### config.mk
export PLATFORM = sky130hd
export DESIGN_NAME = id_forward_issue
export DESIGN_NICKNAME = d
export VERILOG_FILES = /design/src/rtl/id_forward_issue.sv
export SDC_FILE = /design/constraint.sdc
export NUM_CORES = 2
export LEC_CHECK = 0
export BUFFER_PORTS_ARGS = -buffer_cell sky130_fd_sc_hd__clkbuf_2
export CORE_ASPECT_RATIO = 1.2
export CORE_MARGIN = 5
export CORE_UTILIZATION = 30
export DETAILED_ROUTE_END_ITERATION = 7
export PLACE_DENSITY_LB_ADDON = 0.1
export SKIP_LAST_GASP = 1
export SYNTH_ARGS = -nofsm -noshare
export SYNTH_HDL_FRONTEND = slang
export SYNTH_SLANG_ARGS = --single-unit
### constraint.sdc
create_clock -name CLOCK -period 69.9 [get_ports CLOCK]
set_input_delay 20.97 -clock CLOCK [delete_from_list [all_inputs] [get_ports CLOCK]]
set_output_delay 20.97 -clock CLOCK [all_outputs]
set_load 0.05 [all_outputs]
### src/rtl/id_forward_issue.sv
// id_forward_issue: register file, full operand bypass, load-use stall
// detection and the registered ID/EXE issue slot.
module id_forward_issue #(
  parameter int DATA_WIDTH = 32,
  parameter int REG_ADDR_W = 5
) (
  input  logic                  CLOCK,
  input  logic                  RESET,
  input  logic                  Valid_IN,
  input  logic [REG_ADDR_W-1:0] RegisterRS_IN,
  input  logic [REG_ADDR_W-1:0] RegisterRT_IN,
  input  logic                  UsesRS_IN,
  input  logic                  UsesRT_IN,
  input  logic [REG_ADDR_W-1:0] DestRegister_IN,
  input  logic                  RegWrite_IN,
  input  logic                  MemRead_IN,
  input  logic                  Flush_IN,
  input  logic [DATA_WIDTH-1:0] ExeResult_IN,
  input  logic [DATA_WIDTH-1:0] MemResult_IN,
  input  logic [DATA_WIDTH-1:0] WriteData_IN,
  input  logic [REG_ADDR_W-1:0] WriteRegister_IN,
  input  logic                  WriteEnable_IN,
  output logic                  Stall_OUT,
  output logic                  IssueValid_OUT,
  output logic [DATA_WIDTH-1:0] OperandA_OUT,
  output logic [DATA_WIDTH-1:0] OperandB_OUT,
  output logic [REG_ADDR_W-1:0] WriteRegister_OUT,
  output logic                  WriteEnable_OUT,
  output logic                  MemRead_OUT
);

  localparam int NUM_REGS = 2 ** REG_ADDR_W;

  // Register file read view; entry 0 is the hardwired zero register.
  logic [DATA_WIDTH-1:0] rf_rd [NUM_REGS];
  assign rf_rd[0] = '0;

  genvar gi;
  generate
    for (gi = 1; gi < NUM_REGS; gi++) begin : g_rf
      logic [DATA_WIDTH-1:0] reg_q;
      // Register gi captures the WB write addressed to it.
      always_ff @(posedge CLOCK or posedge RESET) begin
        if (RESET) begin
          reg_q <= '0;
        end else if (WriteEnable_IN && (WriteRegister_IN == REG_ADDR_W'(gi))) begin
          reg_q <= WriteData_IN;
        end
      end
      assign rf_rd[gi] = reg_q;
    end
  endgenerate

  // Issue slot state; the slot itself doubles as the EXE shadow.
  logic                  issue_valid_q, issue_valid_d;
  logic [DATA_WIDTH-1:0] op_a_q, op_a_d;
  logic [DATA_WIDTH-1:0] op_b_q, op_b_d;
  logic [REG_ADDR_W-1:0] wr_q, wr_d;
  logic                  we_q, we_d;
  logic                  mr_q, mr_d;

  // MEM shadow: the EXE shadow one cycle later. Its load flag never
  // matters because MEM results are always forwardable.
  logic [REG_ADDR_W-1:0] mem_wr_q;
  logic                  mem_we_q;

  logic stall;
  logic bubble;
  logic exe_fwd_ok;

  // A load in EXE cannot supply its data yet; only non-load writers bypass.
  assign exe_fwd_ok = we_q && !mr_q;

  // Youngest-first operand selection for one source index.
  function automatic logic [DATA_WIDTH-1:0] select_operand(
    input logic [REG_ADDR_W-1:0] idx,
    input logic [DATA_WIDTH-1:0] rf_val
  );
    logic [DATA_WIDTH-1:0] val;
    if (idx == '0) begin
      val = '0;
    end else if (exe_fwd_ok && (wr_q == idx)) begin
      val = ExeResult_IN;
    end else if (mem_we_q && (mem_wr_q == idx)) begin
      val = MemResult_IN;
    end else if (WriteEnable_IN && (WriteRegister_IN == idx)) begin
      val = WriteData_IN;
    end else begin
      val = rf_val;
    end
    return val;
  endfunction

  // Load-use hazard: a consumer directly behind a load must wait one cycle.
  always_comb begin
    stall = 1'b0;
    if (Valid_IN && !Flush_IN && mr_q && we_q && (wr_q != '0)) begin
      stall = (UsesRS_IN && (RegisterRS_IN == wr_q)) ||
              (UsesRT_IN && (RegisterRT_IN == wr_q));
    end
  end

  assign Stall_OUT = stall;

  // Next issue slot: a bubble keeps operands/destination and clears the flags.
  always_comb begin
    bubble        = Flush_IN || stall || !Valid_IN;
    issue_valid_d = 1'b0;
    op_a_d        = op_a_q;
    op_b_d        = op_b_q;
    wr_d          = wr_q;
    we_d          = 1'b0;
    mr_d          = 1'b0;
    if (!bubble) begin
      issue_valid_d = 1'b1;
      op_a_d        = select_operand(RegisterRS_IN, rf_rd[RegisterRS_IN]);
      op_b_d        = select_operand(RegisterRT_IN, rf_rd[RegisterRT_IN]);
      wr_d          = DestRegister_IN;
      we_d          = RegWrite_IN && (DestRegister_IN != '0);
      mr_d          = MemRead_IN;
    end
  end

  // Issue slot and MEM shadow registers.
  always_ff @(posedge CLOCK or posedge RESET) begin
    if (RESET) begin
      issue_valid_q <= 1'b0;
      op_a_q        <= '0;
      op_b_q        <= '0;
      wr_q          <= '0;
      we_q          <= 1'b0;
      mr_q          <= 1'b0;
      mem_wr_q      <= '0;
      mem_we_q      <= 1'b0;
    end else begin
      issue_valid_q <= issue_valid_d;
      op_a_q        <= op_a_d;
      op_b_q        <= op_b_d;
      wr_q          <= wr_d;
      we_q          <= we_d;
      mr_q          <= mr_d;
      mem_wr_q      <= wr_q;
      mem_we_q      <= we_q;
    end
  end

  assign IssueValid_OUT    = issue_valid_q;
  assign OperandA_OUT      = op_a_q;
  assign OperandB_OUT      = op_b_q;
  assign WriteRegister_OUT = wr_q;
  assign WriteEnable_OUT   = we_q;
  assign MemRead_OUT       = mr_q;

endmodule

======== Word level (Yosys, flattened, before mapping) ========
Cells that the tools add are included.
word-level totals
  register bits ........................... 1070
  word-level logic and storage cells ...... 155
  input port bits ......................... 125
operators by class
  $lt $le $gt $ge ......................... 2
  muxes and demuxes ....................... 18
  eq/ne operators ......................... 39
  bitwise operators ....................... 2
  reduce and logical (&&, ||, !) cells .... 55
operator list
  kind                number
  $mux 32             12
  $bmux 32 s5         2
  $eq 5x5->1 const B  16
  $logic_and 1x1->1   45
  $eq 5x4->1 const B  8
  $eq 5x5->1          8
  $eq 5x3->1 const B  4
  $ge 6x6->1 const B  2
  $not 5->6           2
  $eq 5x2->1 const B  2
  $logic_not 5->1     2
  $reduce_bool 5->1   2
  $eq 5x1->1 const B  1
  $mux 1              4
  $logic_not 1->1     3
  $logic_or 1x1->1    3

======== Depth between registers and ports, before layout ========
  depth in word-level cells ............... 9
  depth in mapped cells ................... 11
  mapped depth without buffers ............ 7

======== Least setup slack after synthesis ========
OpenSTA, ideal clock, no wires.
  path type ............................... input port to output port
  start ................................... input RegisterRS_IN[1]
  end ..................................... output Stall_OUT
  stages on the path ...................... 6
  slack ................................... 26.339 ns
  path buffers ............................ 1
  data arrival time ....................... 22.591 ns
  cells stage by stage .................... buf_2 > xnor2_1 > nand3_1 > o22ai_1 > nand2_1 > nor2_1
between the ends
  word-level cells in the longest chain between the ends .. 4
ends and longest elaborated chain
  what               line  RTL
  from (decl)        10    input logic [REG_ADDR_W-1:0] RegisterRS_IN,
  $eq 5x5->1         98    stall = (UsesRS_IN && (RegisterRS_IN == wr_q)) ||
  $logic_and 1x1->1  98
  $logic_or 1x1->1   98
  $mux 1             97    if (Valid_IN && !Flush_IN && mr_q && we_q && (wr_q != '0)) begin
  to (decl)          23    output logic Stall_OUT,
Every way passes these cells.

======== Worst setup path in the final report ========
  start ................................... input RegisterRS_IN[3]
  end ..................................... output Stall_OUT
Same word-level chain as after synthesis.

==> results.py <==
metrics = {
    "synthesis": {
        "synth_top_area_share_pct": 46.0,
        "ys_seq_area_share_pct": 46.0,
        "synth_warnings": 0,
        "syn_inst": 4460,
        "syn_area_per_cell_sq_um": 13.1,
        "ys_ff_latch": 1070,
        "synth_largest_area_cell": "dfrtp_1",
        "synth_simple_gate_area_share_pct": 3.93,
        "synth_ff_type": "dfrtp_1",
        "synth_xor_area_share_pct": 0.451,
        "synth_top_family_by_area": "multiplexers",
        "async_flop_share_pct": 100,
        "synth_area_sq_um": 58200,
        "synth-adder-area-share_pct": 0,
        "synth_area_leaders": "dfrtp_1 (46%), mux2_2 (21%), mux4_2 (8.1%), mux2i_1 (7.1%), clkbuf_1 (1.8%)",
        "synthTopCellsByCount": "mux2_2 (1109), dfrtp_1 (1070), mux2i_1 (410)",
        "synth_edf_count": 0,
        "synth_compound_gate_area_share_pct": 8.43,
        "synthesis.nets": 4585,
        "ys_types": 67,
        "synthMuxAreaShare_pct": 37.4,
        "synthMostInstantiatedCell": "mux2_2",
    },
    "sta": {
        "period_needed_ps": 44120,
        "hold_viol": 0,
        "finalMaxSlewViolations": 0,
        "slew_headroom_pct": 21.0,
        "worstMarginPinSlew_ps": 1190,
        "final.setup_skew_ps": 35.3,
        "max_clock_freq_ghz": 0.0227,
        "rsz0062_at_grt": "no",
        "final-setup-viol-count": 0,
        "setup-tns-final_ps": 0,
        "fin_crit_sh_pct": 63.1,
    },
    "clocking": {
        "cts_resized": 0,
        "hold_buffers": 0,
        "numCtsBuffers": 131,
        "clockRootBuffer": "clkbuf_16",
        "cts_post_setup_buffers_inserted": 0,
        "clock_tree.buffer_depth": 3,
        "cts_tree": "done",
        "clk_pin_slew_ps": 60,
        "clk_latency_ps": 790,
        "cts_sinks": 1070,
        "htreeDepth": 4,
    },
    "die": {
        "ios": 198,
        "coreArea_sq_um": 194000,
        "die_w_um": 412,
        "die_y_um": 493,
        "placementRows": 177,
        "die-area_sq_um": 203000,
        "start_util_pct": 30.1,
    },
    "routing": {
        "vias": 41600,
        "drt-pass1-iter-count": 5,
        "wl_mm": 259,
        "drtIter0Drc": 3587,
        "drcViolationCount": 0,
        "ant_nets": 0,
        "wl_per_cell_um": 36.1,
        "via_per_inst": 5.81,
    },
    "worst_setup_path": {
        "crit_arrival_ps": 23150,
        "crit_required_ps": 48930,
        "crit_slowest_cell": "buf_4",
        "criticalPathCategory": "in -> out",
        "start_kind": "primary input",
        "endpoint_kind": "primary output",
        "cp_max_fo": 33,
        "slowest_delay_ps": 660,
        "path_common_cell": "buf_4",
        "cp_cell_sequence": "buf_4 -> xnor2_1 -> nand3_1 -> o22ai_1 -> buf_4 -> nand2_1 -> nor2_1 -> clkbuf_2",
    },
    "min_path": {
        "hold_class": "reg -> reg",
    },
    "finish": {
        "area.sequential_sq_um": 26800,
        "syn_to_final_growth_pct": 13.6,
        "layout-drive-gt1-share_pct": 42.3,
        "multiInputGateArea_sq_um": 29700,
        "final_area_sq_um": 66100,
        "fin_nets": 4581,
        "fill_cells": 19200,
    },
    "grt": {
        "grt_antenna_before_repair": 17,
        "use_met3_pct": 4.24,
        "use_met1_pct": 34.3,
        "top_usage_layer": "met2",
        "grt_overflow_total": 0,
        "grtUsageTotal_pct": 25.1,
        "grt_pass1_vias": 43100,
        "grt_max_degree": 129,
        "grt_pass1_wl_mm": 360,
        "grt_util_met2_pct": 40.7,
    },
    "flow_run": {
        "max-cap-violations": 0,
    },
    "placed_design": {
        "io_buffers": 197,
        "postPlaceCellArea_sq_um": 61800,
        "place_congestion": 0.780,
        "hpwl_mm": 155,
    },
    "power": {
        "ir_worst_vdd_uv": 21.3,
        "powerDensity_nw_per_um2": 29.3,
        "leakage_nw": 28.6,
    },
    "outcome": {
        "outcome": "complete, no violations",
    },
}
==> through the flow <==
stage               cells  setup WS (ps)  util, %  hold WS, ps  total power [mW]
floorplan            4460          18810        -          460              1.12
global placement     6918          25760     31.9          458              1.24
detailed placement   6918          25790     31.9          474              1.25
CTS                  7151          25790     34.2          484              1.96
global route         7152          25740     34.2          481              2.02
finish               7157          25780     34.2          480              1.94
==> cell type report <==
type,instances,share of cell area [%]
clock inverter,38,0.611
clock buffer,195,5.86
tap,2595,4.91
inverter,4,0.0341
timing repair buffer,332,3.21
sequential,1070,40.5
multi-input combinational,2917,44.9
antenna,6,0.0227
==> layer usage <==
metal / up-vias / wire length [um]
li1: 17200 / -
met1: 22700 / 113000
met2: 1368 / 122000
met3: 361 / 14400
met4: 2 / 8750
met5: - / 19
==> worst max-delay path: cells and delay by family <==
family	cells	cell delay, ps
buffers and inverters	3	1250
and+or+nand+nor	3	420
AOI/OAI and AO/OA	1	260
xor gates and xnor gates	1	210
==> sequential cells by signal, summed over array words and instances (netlist names) <==
name,flops
mem_wr_q,5
WriteRegister_OUT,5
MemRead_OUT,1
WriteEnable_OUT,1
OperandA_OUT,32
mem_we_q,1
OperandB_OUT,32
g_rf.reg_q,992
IssueValid_OUT,1
==> cell usage in the layout (no fill, tap or decap), types with 23 or more instances in the layout <==
cell,instances
nor3_1,60
nand2_1,128
clkbuf_2,189
buf_4,132
dfrtp_1,1070
clkbuf_8,23
o21ai_0,64
a221o_1,55
o211ai_1,23
a221oi_1,98
nor2_1,62
a311oi_1,23
xnor2_1,25
a22oi_1,91
nor2b_1,29
mux2_2,1109
mux2i_1,410
clkinv_2,23
clkbuf_16,137
a21oi_1,79
mux4_2,209
nor3b_1,23
clkbuf_1,35
o22ai_1,150
==> cells by family (layout without fill, tap and decap cells) <==
group | count (synthesis) | after routing
xor+xnor | 30 | 30
buf+inv | 473 | 569
mux | 1746 | 1746
other cells | 0 | 6
compound gates | 678 | 678
simple gates | 463 | 463
flops | 1070 | 1070
==> path summary, 6_finish.rpt <==
kind,to,from,slack (ps),cells after the start
setup / recovery,Stall_OUT,RegisterRS_IN[3],25780,8
hold / removal,OperandA_OUT[19]$_DFFE_PP0N_,OperandA_OUT[19]$_DFFE_PP0N_,480,2
setup reg to reg,OperandA_OUT[18]$_DFFE_PP0N_,mem_wr_q[4]$_DFF_PP0_,66330,7
hold reg to reg,OperandA_OUT[19]$_DFFE_PP0N_,OperandA_OUT[19]$_DFFE_PP0N_,480,2
max in group asynchronous,g_rf[30].reg_q[25]$_DFFE_PP0P_,RESET,45170,7
min in group asynchronous,g_rf[30].reg_q[7]$_DFFE_PP0P_,RESET,20270,2
==> power breakdown <==
group | switching (mW) | internal, mW
combinational | 0.204 | 0.204
sequential | 0.0907 | 0.740
clock | 0.289 | 0.409
total | 0.583 | 1.35
No activity file was read; power rests on OpenSTA's default activity.
